**src/rtl/fpu_pkg.sv**
```systemverilog
// Shared FPU definitions: sub-unit state encoding, binary32 constants and
// field-extract helpers used across the execute-stage sub-units.
package fpu_pkg;

  typedef enum logic [2:0] {
    S_IDLE,
    S_UNPACK,
    S_NORM,
    S_ROOT,
    S_ROUND,
    S_DONE
  } state_t;

  localparam logic [31:0]        QNAN = 32'h7FC0_0000;
  localparam logic [31:0]        PINF = 32'h7F80_0000;
  localparam logic signed [9:0]  BIAS = 10'sd127;

  function automatic logic f_sign(input logic [31:0] x);
    return x[31];
  endfunction

  function automatic logic [7:0] f_exp(input logic [31:0] x);
    return x[30:23];
  endfunction

  function automatic logic [22:0] f_frac(input logic [31:0] x);
    return x[22:0];
  endfunction

endpackage

```
**src/rtl/fsqrt_step.sv**
```systemverilog
// One restoring square-root iteration: brings down two radicand bits and
// decides the next root bit by trial subtraction.
module fsqrt_step (
  input  logic [27:0] rem,
  input  logic [25:0] root,
  input  logic [1:0]  bits,
  output logic [29:0] rem_next,
  output logic [25:0] root_next
);

  logic [29:0] rem_t;
  logic [29:0] trial;
  logic [29:0] diff;
  logic        ge;

  assign rem_t = {rem, bits};
  assign trial = {2'b00, root, 2'b01};
  assign diff  = rem_t - trial;
  assign ge    = (rem_t >= trial);

  always_comb begin
    rem_next  = ge ? diff : rem_t;
    root_next = {root[24:0], ge};
  end

endmodule

```
**src/rtl/float_sqrt.sv**
```systemverilog
// Multi-cycle binary32 square root (RNE) for FSQRT.S, responding to the
// FPU's active-low select / registered result strobe handshake.
module float_sqrt
  import fpu_pkg::*;
(
  input  logic        g_clk,
  input  logic        g_rst_n,
  input  logic [31:0] a,
  input  logic        enable,
  output logic [31:0] z,
  output logic        z_stb
);

  state_t             state;
  logic [31:0]        op;
  logic [22:0]        sig;      // low bits of the significand; bit 23 is 0 while normalising
  logic signed [9:0]  e;
  logic [7:0]         er;
  logic [51:0]        rad;
  logic [29:0]        rem;
  logic [25:0]        root;
  logic [4:0]         cnt;

  logic               s_op;
  logic [7:0]         e_op;
  logic [22:0]        f_op;
  logic               is_special;
  logic               is_sub;
  logic [31:0]        special_z;

  logic [23:0]        sig_ent;
  logic signed [9:0]  e_ent;
  logic [51:0]        rad_ent;
  logic [7:0]         er_ent;

  logic [29:0]        rem_n;
  logic [25:0]        root_n;

  logic               up;
  logic [24:0]        mant;
  logic [31:0]        round_z;

  assign s_op = f_sign(op);
  assign e_op = f_exp(op);
  assign f_op = f_frac(op);
  assign is_sub = (e_op == 8'h00);

  always_comb begin
    is_special = 1'b1;
    special_z  = QNAN;
    if (e_op == 8'hFF)
      special_z = (f_op != '0 || s_op) ? QNAN : PINF;
    else if (e_op == 8'h00 && f_op == '0)
      special_z = op;
    else if (s_op)
      special_z = QNAN;
    else
      is_special = 1'b0;
  end

  // Root setup is fed either straight from unpack or from the normalising
  // shift, so the last NORM edge also loads the ROOT registers.
  always_comb begin
    if (state == S_UNPACK) begin
      sig_ent = {~is_sub, f_op};
      e_ent   = is_sub ? -10'sd126 : $signed({2'b00, e_op}) - BIAS;
    end else begin
      sig_ent = {sig, 1'b0};
      e_ent   = e - 10'sd1;
    end
    rad_ent = e_ent[0] ? {sig_ent, 28'b0} : {1'b0, sig_ent, 27'b0};
    er_ent  = e_ent[8:1] + BIAS[7:0];
  end

  fsqrt_step u_step (
    .rem       (rem[27:0]),
    .root      (root),
    .bits      (rad[51:50]),
    .rem_next  (rem_n),
    .root_next (root_n)
  );

  always_comb begin
    up      = root[1] & (root[0] | (|rem) | root[2]);
    mant    = {1'b0, root[25:2]} + {24'b0, up};
    round_z = mant[24] ? {1'b0, er + 8'd1, mant[23:1]} : {1'b0, er, mant[22:0]};
  end

  always_ff @(posedge g_clk or negedge g_rst_n) begin
    if (!g_rst_n) begin
      state <= S_IDLE;
      op    <= '0;
      sig   <= '0;
      e     <= '0;
      er    <= '0;
      rad   <= '0;
      rem   <= '0;
      root  <= '0;
      cnt   <= '0;
      z     <= '0;
      z_stb <= 1'b0;
    end else begin
      case (state)
        S_IDLE: begin
          if (!enable) begin
            op    <= a;
            state <= S_UNPACK;
          end
        end
        S_UNPACK: begin
          if (enable) begin
            state <= S_IDLE;
          end else if (is_special) begin
            z     <= special_z;
            state <= S_DONE;
          end else if (is_sub) begin
            sig   <= f_op;
            e     <= -10'sd126;
            state <= S_NORM;
          end else begin
            rad   <= rad_ent;
            er    <= er_ent;
            rem   <= '0;
            root  <= '0;
            cnt   <= '0;
            state <= S_ROOT;
          end
        end
        S_NORM: begin
          if (enable) begin
            state <= S_IDLE;
          end else if (sig_ent[23]) begin
            rad   <= rad_ent;
            er    <= er_ent;
            rem   <= '0;
            root  <= '0;
            cnt   <= '0;
            state <= S_ROOT;
          end else begin
            sig <= sig_ent[22:0];
            e   <= e_ent;
          end
        end
        S_ROOT: begin
          if (enable) begin
            state <= S_IDLE;
          end else begin
            rem  <= rem_n;
            root <= root_n;
            rad  <= {rad[49:0], 2'b00};
            cnt  <= cnt + 5'd1;
            if (cnt == 5'd25)
              state <= S_ROUND;
          end
        end
        S_ROUND: begin
          if (enable) begin
            state <= S_IDLE;
          end else begin
            z     <= round_z;
            z_stb <= 1'b1;
            state <= S_DONE;
          end
        end
        S_DONE: begin
          if (enable) begin
            z_stb <= 1'b0;
            state <= S_IDLE;
          end else begin
            z_stb <= 1'b1;
          end
        end
        default: state <= S_IDLE;
      endcase
    end
  end

endmodule

```
**config.mk**
```make
export PLATFORM = sky130hd
export DESIGN_NAME = float_sqrt
export DESIGN_NICKNAME = d
export VERILOG_FILES = /design/src/rtl/fpu_pkg.sv /design/src/rtl/fsqrt_step.sv /design/src/rtl/float_sqrt.sv
export SDC_FILE = /design/constraint.sdc
export NUM_CORES = 1
export LEC_CHECK = 0
export CORE_MARGIN = 2
export CORE_UTILIZATION = 50
export CTS_BUF_LIST = sky130_fd_sc_hd__clkbuf_2
export DETAILED_ROUTE_END_ITERATION = 12
export HOLD_SLACK_MARGIN = 0.1
export PLACE_DENSITY = 0.8
export SLEW_MARGIN = 10
export SYNTH_ARGS = -nofsm -noshare
export SYNTH_HDL_FRONTEND = slang
export SYNTH_SLANG_ARGS = --single-unit
```
**constraint.sdc**
```tcl
create_clock -name g_clk -period 8.7 [get_ports g_clk]
set_input_delay 2.61 -clock g_clk [delete_from_list [all_inputs] [get_ports g_clk]]
set_output_delay 2.61 -clock g_clk [all_outputs]
set_load 0.01 [all_outputs]
```
# Yosys cells after proc, flatten, opt, wreduce, memory -nomap -nowiden
# Index checks and enable logic that the tools add are counted.
[totals]
register_bits = 222
latch_bits = 0
ramBits = 0
mem_bits_ro = 0
in_bits = 35
out_inout_bits = 33
word_cells = 139
n_memories = 0
[op_classes]
add_sub_neg = 7
mul = 0
div = 0
n_lt_le_gt_ge = 1
eq_ne = 21
shifts = 0
muxes = 76
bitwise = 5
n_reduce_logical = 18
[ops]
columns = ["cell", "n"]
rows = [
  ["$mux W52", 7],
  ["$mux W30", 7],
  ["$mux W32", 5],
  ["$mux W26", 6],
  ["$pmux W52 S3", 1],
  ["$mux W23", 6],
  ["$pmux W30 S3", 1],
  ["$pmux W26 S3", 1],
  ["$mux W10", 7],
  ["$pmux W32 S2", 1],
  ["$pmux W23 S2", 1],
  ["$mux W8", 5],
  ["$mux W31", 1],
  ["$ge A30 B28 Y1", 1],
  ["$mux W5", 6],
  ["$reduce_or A30 Y1", 1],
  ["$sub A30 B28 Y30", 1],
  ["$mux W3", 9],
  ["$add A24 B1 Y25", 1],
  ["$mux W24", 1],
  ["$ne A2 B2 Y1 const B", 12],
  ["$logic_not A23 Y1", 1],
  ["$reduce_bool A23 Y1", 1],
  ["$pmux W10 S2", 1],
  ["other kinds (29)", 44],
]

# Longest topological paths before layout
[logic_depth]
ltp_word = 8
mapped_depth = 12
mapped_depth_nobuf = 10

# Cells and area by module
# From an unflattened synthesis, not the netlist that was laid out.
[unflattened]
hier_cells = 1328
area_unflattened_um2 = 12167.9
[modules_own_cells]
columns = ["mod", "n_inst", "cells_per_inst", "area_each_um2", "seq_area_each_um2"]
rows = [
  ["float_sqrt", 1, 983, 9658.0, 4854.7],
  ["fsqrt_step", 1, 345, 2509.9, 0.0],
]

# Least setup slack after synthesis
# No wires, ideal clock.
[synth_timing]
kind = "input port to flip-flop"
from = "input enable"
to = "register op[10]"
setup_ps = 125
arrival_time_ps = 4188
required_time_ps = 8575
setup_slack_ps = 4387
stages = 4
n_path_buf = 2
path_cell_list = "clkbuf_1 nor4_1 clkbuf_1 mux2_2"
[synth_via]
elab_chain_len = 2
[synth_rtl]
columns = ["item", "line_no", "text"]
rows = [
  ["from (decl)", "float_sqrt.sv:9", "input logic enable,"],
  ["$not A1 Y1 (no line)", "-", ""],
  ["$reduce_and A2 Y1 (no line)", "-", ""],
  ["to (signal assigned)", "float_sqrt.sv:92", "op <= '0;"],
  ["to (signal assigned)", "float_sqrt.sv:106", "op <= a;"],
  ["to (decl)", "float_sqrt.sv:15", "logic [31:0] op;"],
]
# No other way between the ends.
# A chain may end at the register's enable or synchronous reset.

# Final worst setup path
[layout_timing]
from = "register z_stb"
to = "output z_stb"
[layout_rtl]
columns = ["item", "line_no", "text"]
rows = [
  ["from (decl)", "float_sqrt.sv:11", "output logic z_stb"],
  ["from (signal assigned)", "float_sqrt.sv:101", "z_stb <= 1'b0;"],
  ["from (signal assigned)", "float_sqrt.sv:161", "z_stb <= 1'b1;"],
  ["from (signal assigned)", "float_sqrt.sv:167", "z_stb <= 1'b0;"],
]
# No word-level cell between the ends.

==> impl_metrics.csv <==
group,metric,value,unit
yosys,number_of_warnings_reported_in_the_yosys_synthesis_log,0,
yosys,instance_count_of_the_mapped_netlist,1205,
clock_network,clockBufferDepth,2,
layout,post-route-util,55.7,%
sta,timing.max_slew.rel_slack,28.3,%
sta,totalNegativeSetupSlack,0,ns
clock_network,hold_buffers,0,
routing,routed_wire_length_per_instance,17.1,µm
routing,drc_errors,0,
routing,drt_wl_total,26.2,mm
sta,timing.final.max_slew_violations,0,
sta,unrepaired_setup_endpoints_after_global_routing,"no",
clock_network,clockRootBuffer,"clkbuf_2",
worst_setup_path,startpoint_type,"register",
sta,timing.final.crit_period,4.45,ns
clock_network,post-cts-setup-buffers,0,
routing,drtPass1Iterations,5,
placed_design,place_hpwl,18.6,mm
clock_network,postcts_resize_cnt,0,
yosys,netlist_area,11400,µm²
worst_hold_path,worstHoldPathCells,2,
placed_design,placedCellCount,1503,
clock_network,clk-insertion-delay-late,0.87,ns
power_and_ir_drop,fin_total_pwr,4.92,mW
grt,grt_pass1_wl,44.2,mm
clock_network,clock_tree_from_tritoncts,"yes",
flow_run,max_cap_violation_count,0,
grt,grt_antenna_before_repair,0,
floorplanning,placeableCoreArea,22500,µm²
worst_setup_path,path_max_fanout,2,
routing,antenna_violating_nets_post_route,0,
worst_hold_path,holdCritPathClass,"register to register",
placed_design,numPortBuffers,67,
outcome,run_status,"completed",
floorplanning,die_w,155,µm
grt,grt_start_max_net_pins,116,
yosys,yosys_most_used_dff,"dfrtp_1",
sta,fin_crit_sh,51.1,%
floorplanning,fp.dieArea,24000,µm²
worst_setup_path,required,6.09,ns
layout,syn_to_final_growth,10.1,%
routing,drt_iter0_drc,789,
worst_setup_path,worst_path_dominant_cell_family,"buffers and inverters",
power_and_ir_drop,static-leakage-power,5.32,nW
sta,report.final.hold_viol_count,0,
sta,worst_slew_pin_slew,1.08,ns
yosys,largest_area_contributor_in_the_synthesized_netlist,"dfrtp_1",
grt,number_of_global_route_vias_before_repair,8844,
yosys,synth-edff-count,0,
sta,finalSetupViolCount,0,
sta,maxClockFrequency,0.225,GHz
grt,grt_use_total,22.5,%
layout,layoutNonFillerInstCount,1535,
power_and_ir_drop,worst_ir_drop_vdd,0.230,mV
yosys,post_synth_main_area_contributors,"dfrtp_1 43%, nand2_1 5.6%, o21ai_0 4.7%",
yosys,synthArstFlopShare,100,%
worst_setup_path,cp.buffers_inverters,1,
clock_network,cts_buffers,17,
yosys,synthDominantCellAreaShare,42.6,%
placed_design,place.gp.congestion,0.941,
routing,route.detailed.vias_per_inst,6.06,
yosys,yosysUniqueCellTypes,76,
routing,detailroute.via_count,9308,
worst_setup_path,critPathCaptureType,"primary output",
worst_setup_path,crit_arrival,1.84,ns
clock_network,clock_sink_total,194,
sta,timing.clock.skew,0.0602,ns
worst_setup_path,cp_num_cells,1,
floorplanning,die_h,155,µm
yosys,synthesized_nets,1276,
power_and_ir_drop,pwr_density_cell,392,nW/µm²
layout,n_antenna_cell,0,
layout,layout-drive-gt1-share,10.0,%
grt,grt_overflow,0,
yosys,synth-seq-area-share,42.6,%
worst_setup_path,worst-setup-path-type,"register to primary output",
clock_network,clkTransAtPathRegs,0.31,ns
worst_setup_path,timing.reg2reg.worst_path_depth,8,
yosys,postSynthRegisterBits,194,
floorplanning,placement_rows,55,
worst_setup_path,crit_path_cell_trace,"clkdlybuf4s50_1",
floorplanning,initial_core_utilization,50.6,%
floorplanning,io-pin-count,68,
clock_network,cts.htree.levels,4,
worst_setup_path,timing.critical_path.slowest_stage_cell,"clkdlybuf4s50_1",
worst_setup_path,worst_path_largest_cell_delay,0.55,ns
layout,num-nets-final,1308,
yosys,synthesis.area_per_instance,9.45,µm²
-- registers in the layout (all words and copies together), names as in the netlist --
signal  flops
root       26
cnt         5
e           9
rem        30
op         32
rad        25
state       3
z_stb       1
sig        23
er          8
z          32
-- final timing paths --
check,slack (ns),from,endpoint
setup reg to reg,5.18,state[2],rad[31]
hold / removal,0.52,z[23],z[23]
min in group asynchronous,1.69,g_rst_n,rem[3]
max in group asynchronous,5.70,g_rst_n,z[11]
setup / recovery,4.25,z_stb,z_stb
hold reg to reg,0.52,z[23],z[23]
-- cell type report --
type                            instances  area [µm²]
Clock buffer                           17        85.1
Clock inverter                         15         196
Fill cell                            1941        9960
Inverter                               45         169
Multi-Input combinational cell        900        6110
Sequential cell                       194        4850
Tap cell                              285         357
Timing Repair Buffer                   79         764
-- metal layers --
metal / track usage [%] / routed length, µm / vias up
met1: 30.6 / 11600 / 4553
met5: 0 / 0 / -
li1: - / - / 4448
met4: 6.13 / 398 / 0
met2: 37.7 / 12900 / 271
met3: 3.62 / 1280 / 36
-- cells by family (layout without fill, tap and decap cells) --
kind of cell             Yosys count  count (layout)  share of synthesized area (%)
AO/OA/AOI/OAI                    327             327                           18.0
buffers and inverters            111             156                           3.94
adder cells (fa/ha/maj)           36              36                           3.96
XOR/XNOR                          65              65                           5.00
AND/OR/NAND/NOR                  378             378                           15.5
multiplexers                      94              94                           11.0
flip-flops                       194             194                           42.6
-- placed cells by master, fill, tap and decap left out, drive strengths merged, types with 35 or more instances in the layout --
| master | netlist | final |
|---|---|---|
| inv | 45 | 53 |
| xnor2 | 35 | 35 |
| mux2 | 35 | 35 |
| a21oi | 71 | 71 |
| nor2 | 73 | 73 |
| ha | 36 | 36 |
| dfrtp | 194 | 194 |
| nand2 | 173 | 173 |
| clkdlybuf4s50 | 0 | 66 |
| o21ai | 114 | 114 |
| mux2i | 38 | 38 |
-- synth_stat cells, types with 4 or more instances --
library cell	count
dfrtp_1	194
nand2_1	171
o21ai_0	107
nor2_1	72
a21oi_1	70
clkbuf_1	49
inv_1	45
mux2i_1	38
ha_1	36
mux2_2	35
xnor2_1	35
nand3_1	30
xor2_1	30
a22oi_1	27
nor4_1	24
nor3_1	22
mux4_2	21
o31ai_1	16
a21o_1	15
nand4_1	12
a31oi_1	11
buf_2	10
and3_1	9
o211ai_1	9
a22o_1	6
a32oi_1	6
o21ai_1	6
o22ai_1	6
or3_1	6
a211oi_1	5
nand2b_1	5
o21a_1	5
a21boi_0	4
and2_1	4
-- report_power, final --
group	internal (mW)	total [mW]	switching, mW
Clock	0.109	0.488	0.379
Sequential	1.21	1.57	0.360
Combinational	1.31	2.86	1.56
Total	2.62	4.92	2.29
-- per-stage QoR --
step	area [µm²]	worst slack, ns	hold slack, ns
3_3_place_gp	12300	3.66	0.462
5_1_grt	12500	4.16	0.534
6_report	12500	4.25	0.517
4_1_cts	12500	4.19	0.522
3_5_place_dp	12300	3.61	0.463
2_1_floorplan	11400	4.39	0.449
No activity file was read; power rests on OpenSTA's default activity.
